==> src/rtl/tt_eval_pkg.sv <==
// Shared types and helpers for the programmable truth-table evaluator and
// the scoring logic that reuses its lookup.
package tt_eval_pkg;

  typedef enum logic [0:0] {ST_IDLE, ST_SWEEP} tt_state_t;

  localparam int MAX_N_IN = 6;

  // Tables are stored MSB-first: the all-zeros vector selects the top bit.
  function automatic int unsigned tt_index(input int unsigned vec, input int unsigned tt_w);
    return tt_w - 1 - vec;
  endfunction

endpackage

==> src/rtl/tt_lut.sv <==
// Combinational truth-table lookup: selects the table bit addressed by an
// N_IN-bit input vector.
module tt_lut
  import tt_eval_pkg::*;
#(
  parameter int N_IN = 3,
  localparam int TT_W = 1 << N_IN
) (
  input  logic [TT_W-1:0] tt_i,
  input  logic [N_IN-1:0] vec_i,
  output logic            bit_o
);

  logic [N_IN-1:0] idx;

  assign idx   = N_IN'(tt_index(32'(vec_i), TT_W));
  assign bit_o = tt_i[idx];

endmodule

==> src/rtl/prog_truth_table_eval.sv <==
// Runtime-programmable N-input truth-table evaluator with a valid/ready
// stream, a single-register output stage and an exhaustive sweep mode.
module prog_truth_table_eval
  import tt_eval_pkg::*;
#(
  parameter int                      N_IN    = 3,
  parameter logic [(1<<N_IN)-1:0]    INIT_TT = 8'hC0,
  localparam int                     TT_W    = 1 << N_IN
) (
  input  logic            clk,
  input  logic            rst_n,
  input  logic            cfg_valid,
  output logic            cfg_ready,
  input  logic [TT_W-1:0] cfg_data,
  input  logic            in_valid,
  output logic            in_ready,
  input  logic [N_IN-1:0] in_vec,
  output logic            out_valid,
  input  logic            out_ready,
  output logic            out_bit,
  output logic [N_IN-1:0] out_vec,
  input  logic            sweep_start,
  output logic            sweep_busy,
  output logic            sweep_done
);

  // One value past the last vector; the extra counter bit keeps it from wrapping to 0.
  localparam logic [N_IN:0] CNT_END = (N_IN+1)'(TT_W);

  tt_state_t       state_q;
  logic [TT_W-1:0] table_q;
  logic            out_valid_q;
  logic            out_bit_q;
  logic [N_IN-1:0] out_vec_q;
  logic            sweep_done_q;
  logic [N_IN:0]   cnt_q;
  logic [N_IN:0]   cnt_d;

  logic            stage_free;
  logic            cfg_fire;
  logic            in_fire;
  logic            sweep_load;
  logic            sweep_last;
  logic            load_en;
  logic [N_IN-1:0] load_vec;
  logic            lut_bit;

  assign stage_free = !out_valid_q || out_ready;
  assign in_ready   = (state_q == ST_IDLE) && stage_free && !cfg_valid;
  assign cfg_ready  = (state_q == ST_IDLE) && !out_valid_q;
  assign cfg_fire   = cfg_valid && cfg_ready;
  assign in_fire    = in_valid && in_ready;

  assign sweep_load = (state_q == ST_SWEEP) && stage_free && (cnt_q != CNT_END);
  assign sweep_last = (state_q == ST_SWEEP) && (cnt_q == CNT_END) && out_valid_q && out_ready;
  assign cnt_d      = cnt_q + 1'b1;

  assign load_en  = in_fire || sweep_load;
  assign load_vec = sweep_load ? cnt_q[N_IN-1:0] : in_vec;

  tt_lut #(.N_IN(N_IN)) u_lut (
    .tt_i  (table_q),
    .vec_i (load_vec),
    .bit_o (lut_bit)
  );

  always_ff @(posedge clk or negedge rst_n) begin
    if (!rst_n) begin
      state_q      <= ST_IDLE;
      table_q      <= INIT_TT;
      out_valid_q  <= 1'b0;
      out_bit_q    <= 1'b0;
      out_vec_q    <= '0;
      sweep_done_q <= 1'b0;
      cnt_q        <= '0;
    end else begin
      sweep_done_q <= 1'b0;

      if (load_en) begin
        out_valid_q <= 1'b1;
        out_bit_q   <= lut_bit;
        out_vec_q   <= load_vec;
      end else if (out_ready) begin
        out_valid_q <= 1'b0;
      end

      // A config handshake in the same cycle swallows any sweep_start.
      unique case (state_q)
        ST_IDLE: begin
          if (cfg_fire) begin
            table_q <= cfg_data;
          end else if (sweep_start) begin
            state_q <= ST_SWEEP;
            cnt_q   <= '0;
          end
        end
        ST_SWEEP: begin
          if (sweep_load) cnt_q <= cnt_d;
          if (sweep_last) begin
            state_q      <= ST_IDLE;
            sweep_done_q <= 1'b1;
          end
        end
        default: state_q <= ST_IDLE;
      endcase
    end
  end

  assign out_valid  = out_valid_q;
  assign out_bit    = out_bit_q;
  assign out_vec    = out_vec_q;
  assign sweep_busy = (state_q == ST_SWEEP);
  assign sweep_done = sweep_done_q;

endmodule

==> config.mk <==
export PLATFORM = sky130hd
export DESIGN_NAME = prog_truth_table_eval
export DESIGN_NICKNAME = d
export VERILOG_FILES = /design/src/rtl/tt_eval_pkg.sv /design/src/rtl/tt_lut.sv /design/src/rtl/prog_truth_table_eval.sv
export SDC_FILE = /design/constraint.sdc
export NUM_CORES = 1
export LEC_CHECK = 0
export CAP_MARGIN = 10
export CORE_ASPECT_RATIO = 1.1
export CORE_UTILIZATION = 35
export DETAILED_ROUTE_END_ITERATION = 10
export DONT_BUFFER_PORTS = 1
export PLACE_DENSITY = 0.46
export SLEW_MARGIN = 0
export SYNTH_ARGS = -nofsm -noshare
export SYNTH_HDL_FRONTEND = slang
export SYNTH_SLANG_ARGS = --single-unit
==> constraint.sdc <==
create_clock -name clk -period 3.13 [get_ports clk]
set_clock_uncertainty 0.05 [all_clocks]
set_input_delay 0.626 -clock clk [delete_from_list [all_inputs] [get_ports clk]]
set_output_delay 0.626 -clock clk [all_outputs]
set_load 0.1 [all_outputs]
======== Word-level counts from Yosys, hierarchy flattened ========
Index checks and enable logic that the tools add are counted.
operators by class
  add/sub/neg operators ................... 2
  magnitude comparators ................... 1
  eq/ne operators ......................... 5
  multiplexer cells ....................... 15
  bitwise logic cells ..................... 1
  reduce and logical (&&, ||, !) cells .... 17
operators with widths
  cell                                                                           count
  4-bit two-way mux                                                              3
  1-bit logical AND                                                              10
  1-bit two-way mux                                                              8
  4-bit one-hot mux with 2 select lines                                          1
  4-bit by 1-bit adder with 4-bit output (second input constant)                 1
  4-bit equality test (second input constant)                                    1
  3-bit by 4-bit less-than comparator with 1-bit output (second input constant)  1
  2-bit != test (second input constant)                                          2
  4-bit != test (second input constant)                                          1
  1-bit binary-select mux with 3-bit select                                      1
  3-bit two-way mux                                                              1
  3-bit AND reduction                                                            1
  3-bit subtractor (first input constant)                                        1
  1-bit logical NOT                                                              2
  1-bit logical OR                                                               2
  2-bit by 1-bit != test with 1-bit output (second input constant)               1
  1-bit one-hot mux with 2 select lines                                          1
  2-bit AND reduction                                                            1
  2-bit nonzero test                                                             1
  1-bit NOT                                                                      1
storage, ports and cells
  bits in registers ....................... 19
  bits of input ports ..................... 17
  output and inout bits ................... 9
  word-level logic and storage cells ...... 48

======== Longest topological paths before layout ========
Gate-level depths: netlist of run 1.
  depth in word-level cells ............... 8
  gate-level depth with buffers ........... 9
  mapped depth without buffers ............ 8

======== By module ========
From an unflattened synthesis of run 1, not the netlist that was laid out.
second synthesis, totals
  cells, all modules ...................... 82
  area, all modules ....................... 999.7 µm²
by module, submodules not included
  module                 times used  cells an instance  area an instance (µm²)  seq. area each (µm²)
  prog_truth_table_eval  1           79                 935.9                   478.0
  tt_lut                 1           3                  63.8                    0.0

======== Worst setup path after synthesis of run 1 ========
OpenSTA, ideal clock, no wires.
  kind .................................... register to output
  start ................................... reg state_q, in the netlist sweep_busy
  end ..................................... out in_ready
  arrival time ............................ 3.187 ns
  data required time ...................... 2.454 ns
  slack ................................... -0.733 ns
  cell stages (with the launch flop) ...... 3
  buffers on the path ..................... 1
  cell sequence ........................... dfrtp_1 -> clkbuf_1 -> nor3_1
between the ends
  word-level cells in the longest chain between the ends .. 3
RTL lines
  element                          RTL line                      source
  from (decl)                      prog_truth_table_eval.sv:30   tt_state_t state_q;
  from (signal assigned)           prog_truth_table_eval.sv:69   state_q <= ST_IDLE;
  from (signal assigned)           prog_truth_table_eval.sv:93   state_q <= ST_SWEEP;
  from (signal assigned)           prog_truth_table_eval.sv:100  state_q <= ST_IDLE;
  1-bit NOT                        -
  1-bit logical AND (2 in series)  prog_truth_table_eval.sv:49   assign in_ready = (state_q == ST_IDLE) && stage_free && !cfg_valid;
  to (decl)                        prog_truth_table_eval.sv:16   output logic in_ready,
No other way between the ends.

======== Worst setup path after layout of run 1 ========
  start ................................... reg cnt_q[1]
  end ..................................... reg out_bit_q, in the netlist out_bit
between the ends
  word-level cells in the longest chain between the ends .. 6
  elaborated cells between the ends (all ways) .. 7
  those cells by class .................... add/sub (1); eq/ne (1); mux (3); reduce/logical (2)
RTL lines
  element                                    RTL line                     source
  from (decl)                                prog_truth_table_eval.sv:36  logic [N_IN:0] cnt_q;
  from (signal assigned)                     prog_truth_table_eval.sv:98  if (sweep_load) cnt_q <= cnt_d;
  4-bit != test                              prog_truth_table_eval.sv:54  assign sweep_load = (state_q == ST_SWEEP) && stage_free && (cnt_q != CNT_END);
  1-bit logical AND                          prog_truth_table_eval.sv:54
  3-bit two-way mux                          prog_truth_table_eval.sv:59  assign load_vec = sweep_load ? cnt_q[N_IN-1:0] : in_vec;
  3-bit subtractor                           tt_eval_pkg.sv:11            return tt_w - 1 - vec;
  1-bit binary-select mux with 3-bit select  tt_lut.sv:17                 assign bit_o = tt_i[idx];
  1-bit two-way mux (implied by the code)    tt_lut.sv:17
  to (signal assigned)                       prog_truth_table_eval.sv:81  out_bit_q <= lut_bit;
  to (decl)                                  prog_truth_table_eval.sv:33  logic out_bit_q;
Parallel ways exist; a longest one is shown, timed or not. The select of a mux whose other input is x is not followed.
A chain may end at the register's enable or synchronous reset.

==> results of run 1 <==
==> cell type report <==
| cell class | count | area share |
|---|---|---|
| Timing Repair Buffer | 6 | 0.0429 |
| Sequential cell | 19 | 0.431 |
| Multi-Input combinational cell | 68 | 0.453 |
| Clock buffer | 3 | 0.0203 |
| Inverter | 4 | 0.0135 |
| Clock inverter | 1 | 0.00451 |
| Tap cell | 31 | 0.0350 |
==> report_power, final <==
part / total (mW) / switching, mW / internal (mW) / leakage, nW
Clock: 0.127 / 0.0794 / 0.0475 / 0.0177
Sequential: 0.600 / 0.265 / 0.335 / 0.227
Combinational: 0.451 / 0.255 / 0.196 / 0.264
Total: 1.18 / 0.599 / 0.578 / 0.509
==> logic make-up (layout without fill, tap and decap cells) <==
| family | Yosys count | count (layout) | synth area share |
|---|---|---|---|
| AND/OR/NAND/NOR | 31 | 31 | 0.173 |
| AO/OA/AOI/OAI | 23 | 23 | 0.159 |
| flip-flops | 19 | 19 | 0.478 |
| multiplexers | 10 | 10 | 0.114 |
| buffers and inverters | 7 | 14 | 0.0338 |
| adder cells (fa/ha/maj) | 2 | 2 | 0.0250 |
| XOR/XNOR | 2 | 2 | 0.0175 |
==> state kept, by name, indices dropped and copies added (netlist names) <==
signal / count
cnt_q: 4
out_bit: 1
table_q: 8
out_vec: 3
out_valid: 1
sweep_done: 1
sweep_busy: 1
==> cells in the mapped netlist (3+ instances only) <==
library cell and count:
sky130_fd_sc_hd__nor3_1 3, sky130_fd_sc_hd__a21oi_1 5, sky130_fd_sc_hd__nor2_1 9, sky130_fd_sc_hd__a211oi_1 3, sky130_fd_sc_hd__inv_1 4, sky130_fd_sc_hd__dfrtp_1 17
sky130_fd_sc_hd__nand2_1 6, sky130_fd_sc_hd__mux2_2 7, sky130_fd_sc_hd__o21ai_0 4
==> through the flow <==
stage,worst slack (ns),instances,hold WS [ns]
final,0.720,132,0.105
after global routing,0.557,132,0.0767
after CTS,0.749,132,0.0920
after detailed placement,0.788,127,0.281
after global placement,0.798,127,0.281
after floorplan,0.103,94,0.280
==> worst paths after layout <==
kind                                        startpoint                      to  slack (ns)  cells after the start
worst max register to register    cnt_q[1]$_DFFE_PN0P_     out_bit$_DFFE_PN0P_        0.72                      8
worst max-delay path              cnt_q[1]$_DFFE_PN0P_     out_bit$_DFFE_PN0P_        0.72                      8
worst min-delay path                             rst_n  table_q[7]$_DFFE_PN1P_        0.11                      0
worst min register to register  table_q[4]$_DFFE_PN0P_  table_q[4]$_DFFE_PN0P_        0.48                      1
max in group asynchronous                        rst_n  table_q[1]$_DFFE_PN0P_        1.72                      1
min in group clk                           sweep_start    cnt_q[2]$_DFFE_PN0P_        0.34                      1
==> per-layer routing <==
metal	wire length (um)	share of wire	up-vias
met5	0	0	-
met4	16	0.0076	0
met3	134	0.064	2
met2	904	0.43	24
met1	1040	0.50	349
li1	-	-	355
==> results list, run 1 <==
* Later-pin clock latency in the skew report: 0.30 ns
- The path class of the tightest hold or removal check is primary input to asynchronous set/reset pin.
- Clock tree from TritonCTS: done
- Total Neg Setup Slack: 0 ns
- STA classifies the critical path startpoint as a register.
- Busiest grt layer: met2
* Post-layout instance area: 1110 um^2
* Via Count: 730
- Leak pwr: 0.509 nW
- Number of buffers added to fix hold violations after cts: 1
* Post-Synthesis Mean Instance Area: 10.6 um^2
- The first detailed-routing pass took 4 iterations.
- Full die area: 3070 um^2
* Number of nets in the final layout: 121
- No sink is reached through more buffers than the 2 on the longest clock path.
* Max Clk Rate: 415 MHz
- TritonCTS buffer count: 3
* Via count of the first global-routing pass: 744
- Detailed placement finished with a half-perimeter wire length of 1550 um.
- Fraction of final layout cells with drive strength greater than 1: 0.257
- Post-synthesis register bit count: 19
- Met3 global-route usage: 0.0341
- STA puts the critical path data arrival time at 2.55 ns.
- Setup violations remaining at the end of the flow were counted as 0.
- PD cells: 1060 nW/um^2
- Syn-to-layout area delta: 10.9%
* Fraction of met1 tracks used by global routing: 0.217
* Number of max-capacitance violations reported: 0
- For the pin with the worst max-slew slack, the measured transition is 0.907 ns.
- For this design the top-level I/O count stands at 26.
- Count of antenna-violating nets left after detailed routing: 0
* Most used flip-flop cell after synthesis: sky130_fd_sc_hd__dfrtp_1
* Share of the cycle needed by the critical path after routing: 0.770
- Series of cell instances along the critical path: inv_1 > ha_1 > nand3b_4 > nand3_1 > mux2i_1 > o21ai_0 > a211o_2 > a22o_1
* Via-to-Cell Ratio: 5.53
- Entering global routing, the biggest net connects 18 pins.
- Syn. warnings: 0
* Row count: 19
* Number of buffers and inverters on the critical path: 1
* Synthesized cell area: 1000 um^2
- The worst path in the final design needs a cycle of 2.41 ns, including I/O delays and setup.
* Slowest Stage Delay on Critical Path: 0.52 ns
- Antenna Diode Count: 0
- Maximum level of the CTS H-tree: 1
- Vertical die dimension: 58.1 um
- In the layout the commonest cells are 17 x sky130_fd_sc_hd__dfrtp_1, 8 x sky130_fd_sc_hd__nor2_1, 7 x sky130_fd_sc_hd__mux2_2.
* Status: finished, final reports clean
- Max IR drop VDD: 0.511 mV
- Of the post-synthesis cell area, the dominant cell type holds 0.426.
- Area of combinational cells with multiple inputs: 502 um^2
* CTS sink cnt: 19
- Detailed router's first-iteration violation count: 9
* Port Buf Inserts: 0
* Initial Utilization: 0.386
* Cell type with the largest total area after synthesis: sky130_fd_sc_hd__dfrtp_1
- In the final routed layout, each cell accounts on average for 15.9 um.
* Detailed-route wire length: 2100 um
- Met2 Resource Use GR: 0.246
- For this run, asynchronously set or reset flops after synthesis account for 1.00.
- For this run, the total global-route usage over all layers was measured as 0.157.
- Required time reported for the critical path endpoint: 3.28 ns
* Fin util: 0.428
- For this run, the register share of the synthesized area comes to 0.478.
- Buffers added to address setup during post-CTS repair amount to 0.
- Die Width: 53.0 um
- Synthesis instantiated 39 different standard cells from the library.
- Number of slew-limit violations in the final report: 0
- Among all stages on the critical path, the largest delay is contributed by sky130_fd_sc_hd__mux2i_1.
- The initial antenna violation count was 0.
- First-pass GRT wire length: 3530 um
- The root buffer cell chosen for the clock tree is sky130_fd_sc_hd__clkbuf_4.
- PnR Total Power: 1.18 mW
* Count of final hold-check violations: 0
- Endpoint class of the critical path: register
* Number of cells upsized or downsized after cts: 0
- Biggest fanout along the worst timing path: 7
- In this run the cell area measured after placement is 1070 um^2.
- Normalized max-slew margin: 0.395
- Seq. cell area: 478 um^2
- Most frequent standard cell in the layout excluding fill and tap cells: sky130_fd_sc_hd__dfrtp_1
- The cell count after synthesis came out at 94.
* Top delay family on crit path: compound AO/OA/AOI/OAI gates
* Total congestion overflow after global routing: 0
- Number of fillers in the final layout: 268
* Routability-driven placement congestion ratio: 0.743
* Syn Nets: 113
* Number of enable flip-flop cells after synthesis: 0
- After synthesis, the cell types taking the most area are sky130_fd_sc_hd__dfrtp_1 43%, sky130_fd_sc_hd__mux2_2 7.9%, sky130_fd_sc_hd__dfstp_2 5.3%.
- Critical path start-end classification: register to register
- Clock-pin slew on the worst setup and hold paths: 0.11 ns
- Core area: 2590 um^2
- For this run, design rule violations remaining after detail routing come to 0.
- Setup repair after global routing left no endpoint under its margin.
Power figures use the tool's default switching activity.
==> run 2: changes to the inputs <==
==> constraint.sdc (replaced) <==
create_clock -name clk -period 2.5 [get_ports clk]
set_clock_uncertainty 0.05 [all_clocks]
set_input_delay 0.5 -clock clk [delete_from_list [all_inputs] [get_ports clk]]
set_output_delay 0.5 -clock clk [all_outputs]
set_load 0.1 [all_outputs]
==> run 2 against run 1 <==
Net effect:
- total power rose by 30%
- register-to-register slack got worse by 0.61 ns
- largest power group is now combinational logic
- largest cell class unchanged
- via count rose by 1.4%
- utilization rose by 2.0 points
- final area rose by 4.7%
==> results list, run 2 (synthesis gave the netlist of run 1 again) <==
* Worst setup slack before clock tree synthesis: 0.148 ns (-0.640 ns)
- Later-pin clock latency in the skew report: 0.30 ns (about the same)
* Worst setup SP type: register
* Classification of the worst-slack hold path: primary input to register
- Register with the highest flop count: table_q
* Max Root-Sink Buffers: 2 (unchanged)
* Transition at the pin with the smallest max-transition slack: 0.879 ns (-0.0282 ns)
- Port Buf Inserts: 0 (unchanged)
* Max FFs per register: 8 (unchanged)
- Detailed router's first-iteration violation count: 13 (+4)
- The final layout net count is 127 (+5.0%).
- The residual antenna-violating net count after detailed routing came to 0 (unchanged).
* Worst hold margin: 0.213 ns (+0.108 ns)
* Max IR drop VDD: 0.753 mV (+47%)
- Status: finished, final reports clean
- Clock tree synthesis selected as its root buffer the cell sky130_fd_sc_hd__clkbuf_4.
* Share of the cycle needed by the critical path after routing: 0.954 (+0.184)
* Routability-driven placement congestion ratio: 0.768 (+3.5%)
* Full die area: 3070 um^2 (unchanged)
- The post-route DRC violation count came to 0 (unchanged).
- CTS sink cnt: 19 (unchanged)
- The timing-limited maximum frequency came to 419 MHz (+1.0%).
- Antenna Diode Count: 0 (unchanged)
- The residual overflow from global routing was 0 (unchanged).
* Leak pwr: 0.538 nW (+5.7%)
- Worst endpoint data arrival time: 2.53 ns (-0.02 ns)
- The floorplan core area came to 2590 um^2 (unchanged).
* Count of final hold-check violations: 0 (unchanged)
- The number of buffers added by the clock tree synthesis step was 3 (unchanged).
- The initial antenna violation count was 0 (unchanged).
- Fraction of final layout cells with drive strength greater than 1: 0.318 (+0.0603)
* Post-detailed-route wirelength per cell: 14.6 um (-8.3%)
- Normalized max-slew margin: 0.412 (+0.0169)
- Final setup violation count: 0 (unchanged)
- Number of top-level pins: 26 (unchanged)
- Setup repair after global routing left no endpoint under its margin.
- The number of detailed-route iterations in the first pass was 4 (unchanged).
- The half-perimeter wire length after detailed placement was 1540 um (-0.45%).
- The starting density of the core came to 0.386 (unchanged).
- Most frequent standard cell in the layout excluding fill and tap cells: sky130_fd_sc_hd__dfrtp_1
- The areal power density over the cells came to 1320 nW/um^2 (+24%).
- Number of fillers in the final layout: 258 (-3.7%)
* Clock-pin slew on the worst setup and hold paths: 0.12 ns (about the same)
- The chip height was 58.1 um (unchanged).
* Required time reported for the critical path endpoint: 2.64 ns (-0.64 ns)
* Die Width: 53.0 um (unchanged)
- TritonCTS built the clock tree.
* Number of max-capacitance violations reported: 0 (unchanged)
- The top fanout value on the critical path came to 7 (unchanged).
* Endpoint class of the critical path: register
* Number of cells upsized or downsized after cts: 0 (unchanged)
- Detailed-route wire length: 2010 um (-4.1%)
- The number of levels the H-tree was split into is 1 (unchanged).
- The global-route wire length before repair was 3390 um (-4.1%).
- Syn-to-layout area delta: 16.1%
- Total Neg Setup Slack: 0 ns (unchanged)
- Row count: 19 (unchanged)
* Most frequent cells in the layout: 15 x sky130_fd_sc_hd__dfrtp_1, 11 x sky130_fd_sc_hd__buf_4, 8 x sky130_fd_sc_hd__nor2_1
- The all-layer global routing usage came to 0.152 (-0.00591).
- The clock period minus worst slack is 2.39 ns (-0.0240 ns).
- Via-to-Cell Ratio: 5.36 (-3.0%)
* Post-route worst setup slack: 0.114 ns (-0.606 ns)
* Via count of the first global-routing pass: 758 (+1.9%)
- Number of slew-limit violations in the final report: 0 (unchanged)
- By startpoint and endpoint, the worst setup path is classified as register to register.
- Pin count of the biggest net entering global routing: 20 (+2)
- The count of vias placed by the detailed router is 740 (+1.4%).
-- run 2: changes by cell type in the layout (fill, tap and decap cells not counted), sizes merged --
cell | before | now
buf | 5 | 11
-- run 2: metal layers --
layer / track usage / part of all wire / vias to the layer above
met4: 0.0677 / 0.0075 / 0
met2: 0.221 / 0.43 / 23
met1: 0.209 / 0.49 / 347
li1: - / - / 368
met5: 0 / 0 / -
met3: 0.0394 / 0.075 / 2
-- run 2: through the flow --
step / instance area (um^2) / util / power (mW) / cells
final: 1160 / 0.448 / 1.53 / 138
after global routing: 1160 / 0.448 / 1.64 / 138
after CTS: 1160 / 0.448 / 1.55 / 138
after detailed placement: 1120 / 0.434 / 1.38 / 133
after global placement: 1120 / 0.434 / 1.37 / 133
after floorplan: 1020 / - / 1.21 / 94
-- run 2: path summary, 6_finish.rpt --
check / start / end / slack (ns) / cells after the start
setup / recovery: cnt_q[1]$_DFFE_PN0P_ / out_bit$_DFFE_PN0P_ / 0.11 / 8
hold / removal: sweep_start / cnt_q[2]$_DFFE_PN0P_ / 0.21 / 1
setup reg to reg: cnt_q[1]$_DFFE_PN0P_ / out_bit$_DFFE_PN0P_ / 0.11 / 8
hold reg to reg: table_q[4]$_DFFE_PN0P_ / table_q[4]$_DFFE_PN0P_ / 0.47 / 1
max in group asynchronous: rst_n / sweep_busy$_DFF_PN0_ / 1.11 / 1
min in group asynchronous: rst_n / out_vec[2]$_DFFE_PN0P_ / 0.70 / 1
-- run 2: final cells by class --
class,count,area [um^2],share of cell area
clock buffer,3,22.5,0.0194
clock inverter,1,5.00,0.00431
inverter,4,15.0,0.0129
multi-input combinational,68,507,0.436
sequential,19,480,0.414
tap,31,38.8,0.0334
timing repair buffer,12,92.6,0.0797
-- run 2: critical path: stages, from the launching register on --
cell	delay [ns]
sky130_fd_sc_hd__dfrtp_1	0.46
sky130_fd_sc_hd__inv_1	0.07
sky130_fd_sc_hd__ha_1	0.22
sky130_fd_sc_hd__nand3b_4	0.10
sky130_fd_sc_hd__and3_4	0.24
sky130_fd_sc_hd__mux2_4	0.33
sky130_fd_sc_hd__a221o_1	0.35
sky130_fd_sc_hd__a31o_1	0.22
sky130_fd_sc_hd__a22o_1	0.23
-- run 2: power by group --
part / internal (mW) / switching, mW
clock network: 0.0596 / 0.0989
logic: 0.286 / 0.551
registers: 0.426 / 0.113
total: 0.771 / 0.763
-- run 2: repair_timing --
item	4_1_cts	5_1_grt
hold buffers	1	0
endpoints found under the hold margin	19	0
setup endpoints to repair	0	0
buffers inserted	0	0
==> run 3: changes to the inputs <==
--- a/config.mk
+++ b/config.mk
@@ -7,10 +7,10 @@
 export LEC_CHECK = 0
 export CAP_MARGIN = 10
 export CORE_ASPECT_RATIO = 1.1
-export CORE_UTILIZATION = 35
+export CORE_UTILIZATION = 45
 export DETAILED_ROUTE_END_ITERATION = 10
 export DONT_BUFFER_PORTS = 1
-export PLACE_DENSITY = 0.46
+export PLACE_DENSITY = 0.57
 export SLEW_MARGIN = 0
 export SYNTH_ARGS = -nofsm -noshare
 export SYNTH_HDL_FRONTEND = slang
==> run 3 against run 2 <==
Net effect:
- utilization increased by 13 points
- sequential power grew 6.7%
- hold slack better by 0.0028 ns
- critical path type unchanged
- global-route usage rose by 5.5 points
- final area increased by 0.97%
- total power is 1.6% higher
- cell count fell by 0.72%
- largest power group unchanged
- non-clock buffer count increased by 2
- critical path depth is the same
- wire length increased by 5.0%
- count of clock-buffer cells in the layout stayed put
==> results list, run 3 (synthesis gave the netlist of run 1 again) <==
- The signal on the critical path passes through inv_1 > ha_1 > nand3b_4 > and3_4 > mux2_4 > a221o_1 > a31o_1 > a22o_1.
* Number of top-level pins: 26 (unchanged)
- The starting density of the core came to 0.490 (+0.104).
- The required time reported for the critical path endpoint was 2.66 ns (+0.02 ns).
- Core area: 2040 um^2 (-21%)
* Number of nets in the final layout: 129 (+1.6%)
- Number of antenna violations at the first check in global routing: 0 (unchanged)
- Share of the cycle needed by the critical path after routing: 0.940 (-0.0139)
- Leak pwr: 0.548 nW (+1.9%)
- The net switching power of the design is 0.776 mW (+1.7%).
* Clock tree from TritonCTS: done
- Die Width: 46.9 um (-11%)
- The peak supply drop was 0.620 mV (-18%).
- Vertical die dimension: 51.4 um (-11%)
- Slowest Stage Delay on Critical Path: 0.44 ns (-0.02 ns)
* Max FFs per register: 8 (unchanged)
- Cell at the root of the clock tree: sky130_fd_sc_hd__clkbuf_4
- The run finished with clean final reports.
* Switching part of the total: 0.498 (+0.000634)
- The clock latency reported for the late side of the worst-skew pair was 0.31 ns (about the same).
- The number of buffers between clock root and the deepest sink came to 2 (unchanged).
- The max-slew violation count is 0 (unchanged).
- The via count of the first global-routing pass was 780 (+2.9%).
* Max Clk Rate: 425 MHz (+1.5%)
- Post-route DRC violation count: 0 (unchanged)
- Row count: 17 (-2)
* PD cells: 1330 nW/um^2 (+0.61%)
- Via-to-Cell Ratio: 5.58 (+4.0%)
* Full die area: 2410 um^2 (-21%)
* Number of cells upsized or downsized after cts: 0 (unchanged)
- Post-layout instance count excluding filler cells: 137 (-0.72%)
* Classification of the worst-slack hold path: primary input to register
- The number of DRC violations after detailed-routing iteration 0 was 8 (-5).
- The summed area of non-filler cells in the final layout is 1170 um^2 (+0.97%).
- Among all stages on the critical path, the largest delay is contributed by sky130_fd_sc_hd__dfrtp_1.
- The number of inserted filler cells in the final layout came to 203 (-21%).
* CTS sink cnt: 19 (unchanged)
- From synthesis to final layout, the design area changed by 17.3%.
* Total Neg Setup Slack: 0 ns (unchanged)
* Most frequent standard cell in the layout excluding fill and tap cells: sky130_fd_sc_hd__dfrtp_1
- Number of placed cells counting well taps: 132 (-0.75%)
- Normalized max-slew margin: 0.398 (-0.0140)
* Count of antenna-violating nets left after detailed routing: 0 (unchanged)
- Launch point of the worst path: cnt_q[0]$_DFFE_PN0P_
- Maximum level of the CTS H-tree: 1 (unchanged)
- Transition at the pin with the smallest max-transition slack: 0.903 ns (+0.0239 ns)
- The placed instance area is 1130 um^2 (+1.0%).
* Fraction of final layout cells with drive strength greater than 1: 0.330 (+0.0125)
- Power share of the combinational group: 0.526 (-0.019)
* GRT Total Usage: 0.207 (+0.0555)
* Count of final hold-check violations: 0 (unchanged)
- The share of power burned in the clock network is 0.105 (+0.002).
* Internal power component: 0.782 mW (+1.5%)
- TritonCTS buffer count: 3 (unchanged)
- Final setup violation count: 0 (unchanged)
* Pin count of the biggest net entering global routing: 20 (unchanged)
- Routability-driven placement congestion ratio: 0.875 (+14%)
- Post-route minimum period: 2.35 ns (-0.0348 ns)
- Worst setup SP type: register
* Register with the highest flop count: table_q
- Sequential fraction of design power: 0.369 (+0.018)
- PnR Total Power: 1.56 mW (+1.6%)
* Endpoint class of the critical path: register
- Setup repair after global routing left no endpoint under its margin.
- Biggest fanout along the worst timing path: 7 (unchanged)
- Worst endpoint data arrival time: 2.51 ns (-0.02 ns)
- First-pass GRT wire length: 3390 um (unchanged)
* Post-detailed-route wirelength per cell: 15.4 um (+5.7%)
- Leaving out fill and tap cells, the most frequent cells in the layout are 15 x sky130_fd_sc_hd__dfrtp_1, 13 x sky130_fd_sc_hd__buf_4, 8 x sky130_fd_sc_hd__nor2_1.
- Number of max-capacitance violations reported: 0 (unchanged)
* Post-detailed-placement half-perimeter wirelength: 1640 um (+6.3%)
- The worst hold path begins at sweep_start.
- Worst flop-to-flop path startpoint: cnt_q[0]$_DFFE_PN0P_
- The total inserted antenna cells is 0 (unchanged).
* Number of detailed-route iterations in the first pass: 2 (-2)
- The number of port buffers came to 0 (unchanged).
* Total congestion overflow after global routing: 0 (unchanged)
- The routed wire length is 2110 um (+5.0%).
- The count of vias placed by the detailed router was 764 (+3.2%).
* Critical path start-end classification: register to register
* Clock-pin slew on the worst setup and hold paths: 0.12 ns (about the same)
- Fin util: 0.574 (+0.126)
## run 3: changes by cell type in the layout (fill, tap and decap cells not counted), sizes merged
| cell | delta |
|---|---|
| buf | +2 |
## run 3: power groups by stage
stage | combinational, mW | sequential (mW) | clock (mW)
2_1_floorplan | 0.414 | 0.800 | 0
3_3_place_gp | 0.806 | 0.578 | 0
3_5_place_dp | 0.815 | 0.582 | 0
4_1_cts | 0.824 | 0.577 | 0.165
5_1_grt | 0.882 | 0.593 | 0.178
6_report | 0.819 | 0.575 | 0.164
## run 3: through the flow
step / worst slack (ns) / hold WS [ns]
after global routing: 0.0648 / 0.199
after global placement: 0.217 / 0.155
after detailed placement: 0.150 / 0.155
after CTS: 0.145 / 0.211
final: 0.149 / 0.216
after floorplan: 0.0929 / 0.154
## run 3: path summary, 6_finish.rpt
path / to / slack, ns / cells past startpoint
hold / removal: cnt_q[2]$_DFFE_PN0P_ / 0.22 / 1
max in group asynchronous: out_valid$_DFFE_PN0P_ / 1.13 / 1
setup / recovery: out_bit$_DFFE_PN0P_ / 0.15 / 8
min in group asynchronous: sweep_busy$_DFF_PN0_ / 0.69 / 1
setup reg to reg: out_bit$_DFFE_PN0P_ / 0.15 / 8
hold reg to reg: table_q[4]$_DFFE_PN0P_ / 0.48 / 1
## run 3: cell type report
type                       count  area, um^2  share of cell area
multi-input combinational     68         507               0.432
sequential                    19         480               0.410
timing repair buffer          14         108              0.0918
tap                           28        35.0              0.0299
clock buffer                   3        22.5              0.0192
inverter                       4        15.0              0.0128
clock inverter                 1        5.00             0.00427
## run 3: worst max-delay path: cells and delay by family, from the launching register on
kind                       cells  cell delay (ns)
and+or+nand+nor                2             0.34
buffers and inverters          1             0.06
DFF                            1             0.44
AOI/OAI and AO/OA              3             0.79
adders and majority gates      1             0.24
muxes                          1             0.34
## run 3: routing by layer
layer  track usage  part of all wire  vias to the layer above
li1              -                 -                      372
met1         0.252              0.44                      368
met2         0.333              0.50                       19
met3        0.0424             0.041                        5
met4         0.110             0.019                        0
met5             0                 0                        -
## run 3: what timing repair did
| item | 4_1_cts | 5_1_grt |
|---|---|---|
| hold endpoints to repair | 19 | 0 |
| endpoints found under the setup margin | 0 | 0 |
| setup buffers | 0 | 0 |
| hold buffers | 1 | 0 |
